$ cat src/rtl/fifo_pkg.sv
// Shared constants, operation encoding and width helpers for the synchronous FIFO family.
// The optional sticky error flags in sync_fifo are enabled with the SYNC_FIFO_ERR_EN macro.
package fifo_pkg;

    localparam int DEFAULT_DATA_W = 8;
    localparam int DEFAULT_DEPTH  = 256;

    typedef enum logic [1:0] {
        OP_IDLE,
        OP_PUSH,
        OP_POP,
        OP_PUSH_POP
    } fifoOp_e;

    function automatic int clog2(input int value);
        int result;
        result = 0;
        for (int v = value - 1; v > 0; v = v >> 1) begin
            result++;
        end
        return result;
    endfunction

    // One extra bit beyond the address so full and empty stay distinguishable.
    function automatic int ptrWidth(input int depth);
        return clog2(depth) + 1;
    endfunction

endpackage

$ cat src/rtl/sync_fifo_ram.sv
// DEPTH x DATA_W register array with one write port and one registered read port.
// The array itself is never cleared; only the read register returns to zero on reset.
module sync_fifo_ram
    import fifo_pkg::*;
#(
    parameter  int DATA_W = DEFAULT_DATA_W,
    parameter  int DEPTH  = DEFAULT_DEPTH,
    localparam int ADDR_W = clog2(DEPTH)
) (
    input  logic              clk,
    input  logic              rst,
    input  logic              i_wrEn,
    input  logic [ADDR_W-1:0] i_wrAddr,
    input  logic [DATA_W-1:0] i_wrData,
    input  logic              i_rdEn,
    input  logic [ADDR_W-1:0] i_rdAddr,
    output logic [DATA_W-1:0] o_rdData
);

    logic [DATA_W-1:0] r_mem [DEPTH];
    logic [DATA_W-1:0] r_rdData;

    always_ff @(posedge clk) begin
        if (i_wrEn) begin
            r_mem[i_wrAddr] <= i_wrData;
        end
    end

    // Read register holds its last value whenever no read is accepted.
    always_ff @(posedge clk) begin
        if (rst) begin
            r_rdData <= '0;
        end else if (i_rdEn) begin
            r_rdData <= r_mem[i_rdAddr];
        end
    end

    assign o_rdData = r_rdData;

endmodule

$ cat src/rtl/sync_fifo.sv
// Single-clock FIFO: pointers, occupancy, registered status flags and registered read port.
// Defining SYNC_FIFO_ERR_EN adds err_clr plus sticky overflow/underflow flags.
module sync_fifo
    import fifo_pkg::*;
#(
    parameter  int DATA_W    = DEFAULT_DATA_W,
    parameter  int DEPTH     = DEFAULT_DEPTH,
    parameter  int AFULL_TH  = DEPTH - 4,
    parameter  int AEMPTY_TH = 4,
    localparam int ADDR_W    = clog2(DEPTH)
) (
    input  logic              clk,
    input  logic              rst,
    input  logic              wr_en,
    input  logic [DATA_W-1:0] wr_data,
    input  logic              rd_en,
    output logic [DATA_W-1:0] rd_data,
    output logic              rd_valid,
    output logic              full,
    output logic              empty,
    output logic              almost_full,
    output logic              almost_empty,
    output logic [ADDR_W:0]   count
`ifdef SYNC_FIFO_ERR_EN
    ,
    input  logic              err_clr,
    output logic              overflow,
    output logic              underflow
`endif
);

    localparam int PTR_W = ptrWidth(DEPTH);
    localparam logic [PTR_W-1:0] PTR_ONE    = PTR_W'(1);
    localparam logic [PTR_W-1:0] FULL_CNT   = PTR_W'(DEPTH);
    localparam logic [PTR_W-1:0] AFULL_CNT  = PTR_W'(AFULL_TH);
    localparam logic [PTR_W-1:0] AEMPTY_CNT = PTR_W'(AEMPTY_TH);

    logic [PTR_W-1:0] r_wrPtr;
    logic [PTR_W-1:0] r_rdPtr;
    logic [PTR_W-1:0] w_wrPtrNext;
    logic [PTR_W-1:0] w_rdPtrNext;
    logic [PTR_W-1:0] w_countNext;
    logic             w_wrAccept;
    logic             w_rdAccept;
    fifoOp_e          w_op;

    logic r_full;
    logic r_empty;
    logic r_almostFull;
    logic r_almostEmpty;
    logic r_rdValid;

    // Acceptance uses the flags registered at the start of the cycle; reset overrides both requests.
    assign w_wrAccept = !rst && wr_en && !r_full;
    assign w_rdAccept = !rst && rd_en && !r_empty;

    always_comb begin
        w_op        = OP_IDLE;
        w_wrPtrNext = r_wrPtr;
        w_rdPtrNext = r_rdPtr;
        case ({w_wrAccept, w_rdAccept})
            2'b10:   w_op = OP_PUSH;
            2'b01:   w_op = OP_POP;
            2'b11:   w_op = OP_PUSH_POP;
            default: w_op = OP_IDLE;
        endcase
        case (w_op)
            OP_PUSH:     w_wrPtrNext = r_wrPtr + PTR_ONE;
            OP_POP:      w_rdPtrNext = r_rdPtr + PTR_ONE;
            OP_PUSH_POP: begin
                w_wrPtrNext = r_wrPtr + PTR_ONE;
                w_rdPtrNext = r_rdPtr + PTR_ONE;
            end
            default: ;
        endcase
        w_countNext = w_wrPtrNext - w_rdPtrNext;
    end

    // Flags derive from the next-state occupancy so they line up with count in the same cycle.
    always_ff @(posedge clk) begin
        if (rst) begin
            r_wrPtr       <= '0;
            r_rdPtr       <= '0;
            r_full        <= 1'b0;
            r_empty       <= 1'b1;
            r_almostFull  <= 1'b0;
            r_almostEmpty <= 1'b1;
            r_rdValid     <= 1'b0;
        end else begin
            r_wrPtr       <= w_wrPtrNext;
            r_rdPtr       <= w_rdPtrNext;
            r_full        <= (w_countNext == FULL_CNT);
            r_empty       <= (w_countNext == '0);
            r_almostFull  <= (w_countNext >= AFULL_CNT);
            r_almostEmpty <= (w_countNext <= AEMPTY_CNT);
            r_rdValid     <= w_rdAccept;
        end
    end

    sync_fifo_ram #(
        .DATA_W (DATA_W),
        .DEPTH  (DEPTH)
    ) u_ram (
        .clk      (clk),
        .rst      (rst),
        .i_wrEn   (w_wrAccept),
        .i_wrAddr (r_wrPtr[ADDR_W-1:0]),
        .i_wrData (wr_data),
        .i_rdEn   (w_rdAccept),
        .i_rdAddr (r_rdPtr[ADDR_W-1:0]),
        .o_rdData (rd_data)
    );

    assign count        = r_wrPtr - r_rdPtr;
    assign full         = r_full;
    assign empty        = r_empty;
    assign almost_full  = r_almostFull;
    assign almost_empty = r_almostEmpty;
    assign rd_valid     = r_rdValid;

`ifdef SYNC_FIFO_ERR_EN
    logic r_overflow;
    logic r_underflow;

    // A new error in the same cycle as err_clr keeps the flag set.
    always_ff @(posedge clk) begin
        if (rst) begin
            r_overflow  <= 1'b0;
            r_underflow <= 1'b0;
        end else begin
            if (wr_en && r_full) begin
                r_overflow <= 1'b1;
            end else if (err_clr) begin
                r_overflow <= 1'b0;
            end
            if (rd_en && r_empty) begin
                r_underflow <= 1'b1;
            end else if (err_clr) begin
                r_underflow <= 1'b0;
            end
        end
    end

    assign overflow  = r_overflow;
    assign underflow = r_underflow;
`else
    // Without error tracking, rejected requests simply leave no trace.
`endif

endmodule

$ cat config.mk
export PLATFORM = sky130hd
export DESIGN_NAME = sync_fifo
export DESIGN_NICKNAME = d
export VERILOG_FILES = /design/src/rtl/fifo_pkg.sv /design/src/rtl/sync_fifo_ram.sv /design/src/rtl/sync_fifo.sv
export SDC_FILE = /design/constraint.sdc
export NUM_CORES = 2
export LEC_CHECK = 0
export ABC_AREA = 0
export CAP_MARGIN = 20
export CORE_MARGIN = 8
export CORE_UTILIZATION = 55
export CTS_BUF_LIST = sky130_fd_sc_hd__clkbuf_8
export CTS_CLUSTER_SIZE = 20
export DETAILED_ROUTE_END_ITERATION = 7
export PLACE_DENSITY_LB_ADDON = 0.1
export SYNTH_ARGS = -nofsm -noshare
export SYNTH_HDL_FRONTEND = slang
export SYNTH_HIERARCHICAL = 1
export SYNTH_SLANG_ARGS = --single-unit
$ cat constraint.sdc
create_clock -name clk -period 3.71 [get_ports clk]
set_input_delay 0.742 -clock clk [delete_from_list [all_inputs] [get_ports clk]]
set_output_delay 0.742 -clock clk [all_outputs]
set_load 0.005 [all_outputs]
# --- Word-level counts from Yosys, hierarchy flattened ---
# Memories as Yosys holds them, arrays and structs flattened. A register that Yosys moved wholly into a read port is not among the register bits.
# Cells that the tools add are included.
totals:
  rom_bits: 0
  output_inout_bits: 22
  regBits: 23
  elab_cells: 36
  latchBits: 0
  mem_bits_rw: 2048
  mem_count: 1
  in_bits: 12
memory_table:
  columns: ["name", "depth", "word_bits", "read_ports", "rd_ports_with_merged_regs", "wr", "line_no", "rtl"]
  rows:
  - ["u_ram.r_mem", 256, 8, 1, 1, 1, "sync_fifo_ram.sv:20", "logic [DATA_W-1:0] r_mem [DEPTH];"]
classes:
  n_eq_ne: 7
  bitwise: 0
  n_shift: 0
  n_reduce_logical: 10
  order_cmp: 2
  mux: 5
  n_div: 0
  multipliers: 0
  n_addsub: 4
op_table:
  columns: ["op", "count"]
  rows:
  - ["$add 9x1->9 const B", 2]
  - ["$mux 9", 2]
  - ["$sub 9x9->9", 2]
  - ["$eq 9x9->1 const B", 1]
  - ["$ge 9x8->1 const B", 1]
  - ["$le 9x3->1 const B", 1]
  - ["$logic_not 9->1", 1]
  - ["$eq 2x2->1 const B", 4]
  - ["$pmux 2 s3", 1]
  - ["$eq 2x1->1 const B", 2]
  - ["$logic_and 1x1->1", 4]
  - ["$reduce_or 2->1", 2]
  - ["$logic_not 1->1", 3]
  - ["$mux 1", 2]

# --- Logic depth before layout (Yosys ltp) ---
depth:
  word_depth: 10
  mapped_depth: 13
  mapped_depth_nobuf: 12

# --- Cells and area by module ---
# The synthesis kept the hierarchy.
by_module_without_submodules:
  columns: ["mod", "cells_each", "seq_area_each_um2", "area_per_inst_um2", "n_inst"]
  rows:
  - ["sync_fifo_ram", 3938, 61659.1, 80524.7, 1]
  - ["sync_fifo", 194, 460.4, 1690.4, 1]

# --- Worst setup path before layout ---
# No wires, ideal clock.
synth_timing:
  path_type: "input-to-reg"
  from: "input rst"
  to: "register r_full, in the netlist full"
  path_slack_ns: 0.255
  t_required_ns: 3.618
  cell_stages: 11
  path_buffers: 1
  t_arrival_ns: 3.363
  setup_ns: 0.092
  cell_sequence: "buf_6 nor3b_4 nand2_4 or3_1 xnor2_1 ha_1 or3_1 a21boi_1 mux2i_1 or4_1 nor4_1"
synth_between:
  elab_chain_cells: 10
  elab_cells_between_ends: 18
  cone_classes: "add/sub (1); eq/ne (7); mux (3); reduce/logical (7)"
synth_lines:
  columns: ["element", "line_no", "rtl"]
  rows:
  - ["start, declared", "sync_fifo.sv:13", "input logic rst,"]
  - ["$logic_not 1->1 *", "sync_fifo.sv:55", "assign w_rdAccept = !rst && rd_en && !r_empty;"]
  - ["$logic_and 1x1->1 * (2 in a row)", "sync_fifo.sv:55", null]
  - ["via w_rdAccept", "sync_fifo.sv:44", "logic w_rdAccept;"]
  - ["$eq 2x2->1 / $eq 2x1->1 (equally long branches)", "sync_fifo.sv:61", "case ({w_wrAccept, w_rdAccept})"]
  - ["$pmux 2 s3 *", "sync_fifo.sv:61", null]
  - ["$eq 2x2->1 / $eq 2x1->1 (equally long branches)", "sync_fifo.sv:67", "case (w_op)"]
  - ["$reduce_or 2->1 (no line)", null, null]
  - ["$mux 9", null, null]
  - ["$sub 9x9->9 *", "sync_fifo.sv:76", "w_countNext = w_wrPtrNext - w_rdPtrNext;"]
  - ["$eq 9x9->1 *", "sync_fifo.sv:92", "r_full <= (w_countNext == FULL_CNT);"]
  - ["end signal, assigned", "sync_fifo.sv:92", null]
  - ["end, declared", "sync_fifo.sv:47", "logic r_full;"]
# Mark *: on every way through the listed nets, which the timed path passes. The rest lies on a longest branch.
# A chain may end at the register's enable or synchronous reset.

# --- Worst setup path after layout ---
layout_timing:
  from: "register r_rdPtr[1]"
  to: "output count[7]"
layout_between:
  elab_chain_cells: 1
layout_lines:
  columns: ["element", "line_no", "rtl"]
  rows:
  - ["start, declared", "sync_fifo.sv:39", "logic [PTR_W-1:0] r_rdPtr;"]
  - ["start signal, assigned", "sync_fifo.sv:91", "r_rdPtr <= w_rdPtrNext;"]
  - ["$sub 9x9->9", "sync_fifo.sv:114", "assign count = r_wrPtr - r_rdPtr;"]
  - ["end, declared", "sync_fifo.sv:23", "output logic [ADDR_W:0] count"]
# Every way passes these cells.

==> results_dict.tcl <==
set metrics [dict create \
    status "finished clean" \
    drtIter0Drc 5827 \
    async_reset_ff_share_pct 0 \
    rr_worst_depth 10 \
    firstDrtPassIters 5 \
    vias_per_cell 6.44 \
    cp.arrival_ns 2.84 \
    final_layout_size_suffix_gt1_share_pct 27.1 \
    synth_area_um2 82200 \
    synth_flop_cell "edfxtp_1" \
    hp-class "in2reg" \
    rsz0062_at_grt "yes" \
    overflow 0 \
    min_path_cells 1 \
    ys_ff_latch 2079 \
    cts.path.max_buffers 4 \
    dieHeight_um 403 \
    die-area_um2 162000 \
    crit_fanout 3 \
    grt_antenna_before_repair 12 \
    coreArea_um2 149000 \
    setup_violations 0 \
    vdd_drop_max_mv 0.341 \
    cts_tree "built" \
    syn_inst 4132 \
    critPathKind "reg2out" \
    fmaxAchievable_mhz 279 \
    cts.sinks 2079 \
    grt_pass1_vias 44700 \
    synth.net_count 4164 \
    p_leak_nw 30.2 \
    io_buffer_count 33 \
    die_x_um 403 \
    critPathRequiredTime_ns 2.97 \
    drc 0 \
    dp_hpwl_mm 149 \
    slew_violations 0 \
    yosysTopAreaCell "edfxtp_1" \
    start_util_pct 55.2 \
    grt_pass1_wl_mm 326 \
    finalWorstPathRequiredPeriod_ns 3.58 \
    final_util_pct 63.1 \
    min_period_over_period_pct 96.6 \
    fin_setup_tns_ns 0 \
    place.gp.congestion 0.879 \
    yosysWarnings 6 \
    skew_ns 0.0748 \
    power.net_switching_mw 10.1 \
    tightest_slew_ns 1.05 \
    drtAntennaViolNets 0 \
    most-common-layout-cells "edfxtp_1 (2048), buf_4 (523), clkbuf_8 (362)" \
    p_per_area_nw_per_um2 487 \
    finalHoldViolations 0 \
    numCtsBuffers 342 \
    p_clk_share_pct 38.5 \
    num_rows 142 \
    p_seq_share_pct 56.4 \
    intPower_mw 35.7 \
    post_drt_wl_per_cell_um 32.8 \
    setup.worst_path.start_class "register" \
    ys_seq_area_share_pct 75.6 \
    nets 4867 \
    wirelength_mm 230 \
    synth_cell_type_count 77 \
    dr_total_vias 45200 \
    cp-end-kind "primary output" \
    synth_edf_count 2048 \
    synth.area.top_cells "edfxtp_1 (75%), mux4_2 (9.7%), mux2i_1 (3.4%), nor2_1 (1.4%), mux4_1 (1.2%)" \
    p_sw_share_pct 22.0 \
    combPwrFrac_pct 5.1 \
    grt_max_degree 117 \
    slew_headroom_pct 29.6 \
    clkTransAtPathRegs_ns 0.06 \
    yosys.area.top_type_share_pct 74.8 \
    cts_max_level 5 \
    insertion_delay_ns 1.03 \
    syn_avg_cell_area_um2 19.9 \
    cts_root_buffer "clkbuf_8" \
    final_common_cell "edfxtp_1" \
    area_growth_pct 14.4 \
    io_pins 34 \
    grtUsageTotal_pct 28.0 \
    cap_violations 0 \
]
==> logic make-up after synthesis <==
| family | share of synthesized area, % |
|---|---|
| AOI/OAI and AO/OA | 3.62 |
| xor gates and xnor gates | 0.320 |
| adders and majority gates | 0.323 |
| buffers and inverters | 2.29 |
| DFF | 75.6 |
| muxes | 14.4 |
| and+or+nand+nor | 3.53 |
==> Yosys cell counts (12+ instances only) <==
cell and instances:
nor3_1 35, ha_1 18, a2111oi_0 23, o21ai_0 37, xor2_1 12, mux4_2 353
nor2b_1 27, o22ai_1 98, mux2i_1 281, nand2_1 122, a21oi_1 52, buf_8 19
nor2_1 315, inv_1 18, buf_12 23, dfxtp_1 31, nand3_1 52, buf_2 45
mux4_1 39, a22oi_1 48, xnor2_1 18, a211oi_1 32, o221ai_1 46, nor4_1 14
clkbuf_1 112, nand4_1 25, edfxtp_1 2048, a31oi_1 17, buf_6 29
==> final cells by class <==
class                           instances  area (um2)
Sequential cell                      2079       62100
Fill cell                           10600       55000
Multi-Input combinational cell       1788       18300
Timing Repair Buffer                  605        5240
Clock buffer                          354        4870
Tap cell                             1944        2430
Clock inverter                        228         966
Inverter                               19        73.8
Antenna cell                            4        10.0
==> worst max-delay path, stage by stage (launching register included) <==
cell	delay, ns
dfxtp_4	0.34
inv_1	0.06
ha_1	0.27
nor2b_1	0.18
o21ai_2	0.10
a21boi_2	0.17
o21ai_1	0.09
a21oi_1	0.16
xor2_1	0.21
dlygate4sd2_1	0.27
==> path summary, 6_finish.rpt <==
| path | slack (ns) | from | end |
|---|---|---|---|
| max | 0.13 | r_rdPtr[1] | count[7] |
| min | 0.33 | wr_data[1] | u_ram/r_mem[65][1] |
| max reg2reg | 0.16 | r_rdPtr[0] | u_ram/o_rdData[3] |
| min reg2reg | 0.52 | empty | rd_valid |
==> through the flow <==
step	worst slack (ns)	hold WS (ns)	instance area (um2)	cells	power, mW
final	0.127	0.330	94000	7021	45.8
after global routing	-0.0420	0.301	94000	7018	47.3
after CTS	-0.0722	0.244	94000	7015	46.1
after detailed placement	-0.328	0.521	88100	6426	28.7
after global placement	-0.345	0.509	88100	6426	28.7
after floorplan	0.255	0.461	82200	4132	27.9
==> timing repair <==
action,4_1_cts,5_1_grt
setup buffers,7,0
pin swaps,6,7
endpoints found under the setup margin,6,6
gates resized for setup,25,6
hold buffers,0,0
hold endpoints to repair,0,0
==> power by group through the flow <==
| stage | logic, mW | clock network [mW] | registers [mW] |
|---|---|---|---|
| 3_3_place_gp | 2.32 | 0 | 26.3 |
| 5_1_grt | 2.48 | 19.0 | 25.8 |
| 2_1_floorplan | 1.52 | 0 | 26.3 |
| 6_report | 2.34 | 17.6 | 25.8 |
| 3_5_place_dp | 2.35 | 0 | 26.3 |
| 4_1_cts | 2.37 | 17.9 | 25.8 |
==> sequential cells by signal, indices dropped and copies added, names as in the netlist <==
name	count
r_rdPtr	9
almost_empty	1
empty	1
u_ram/o_rdData	8
rd_valid	1
r_wrPtr	9
almost_full	1
full	1
u_ram/r_mem	2048
==> per-layer routing <==
layer / GRT usage [%] / share of wire (%) / up-vias
li1: - / - / 18500
met1: 40.4 / 40 / 23700
met2: 43.0 / 46 / 2638
met3: 6.29 / 11 / 417
met4: 9.35 / 3.5 / 0
met5: 0 / 0 / -
(Power assumes the default switching activity.)
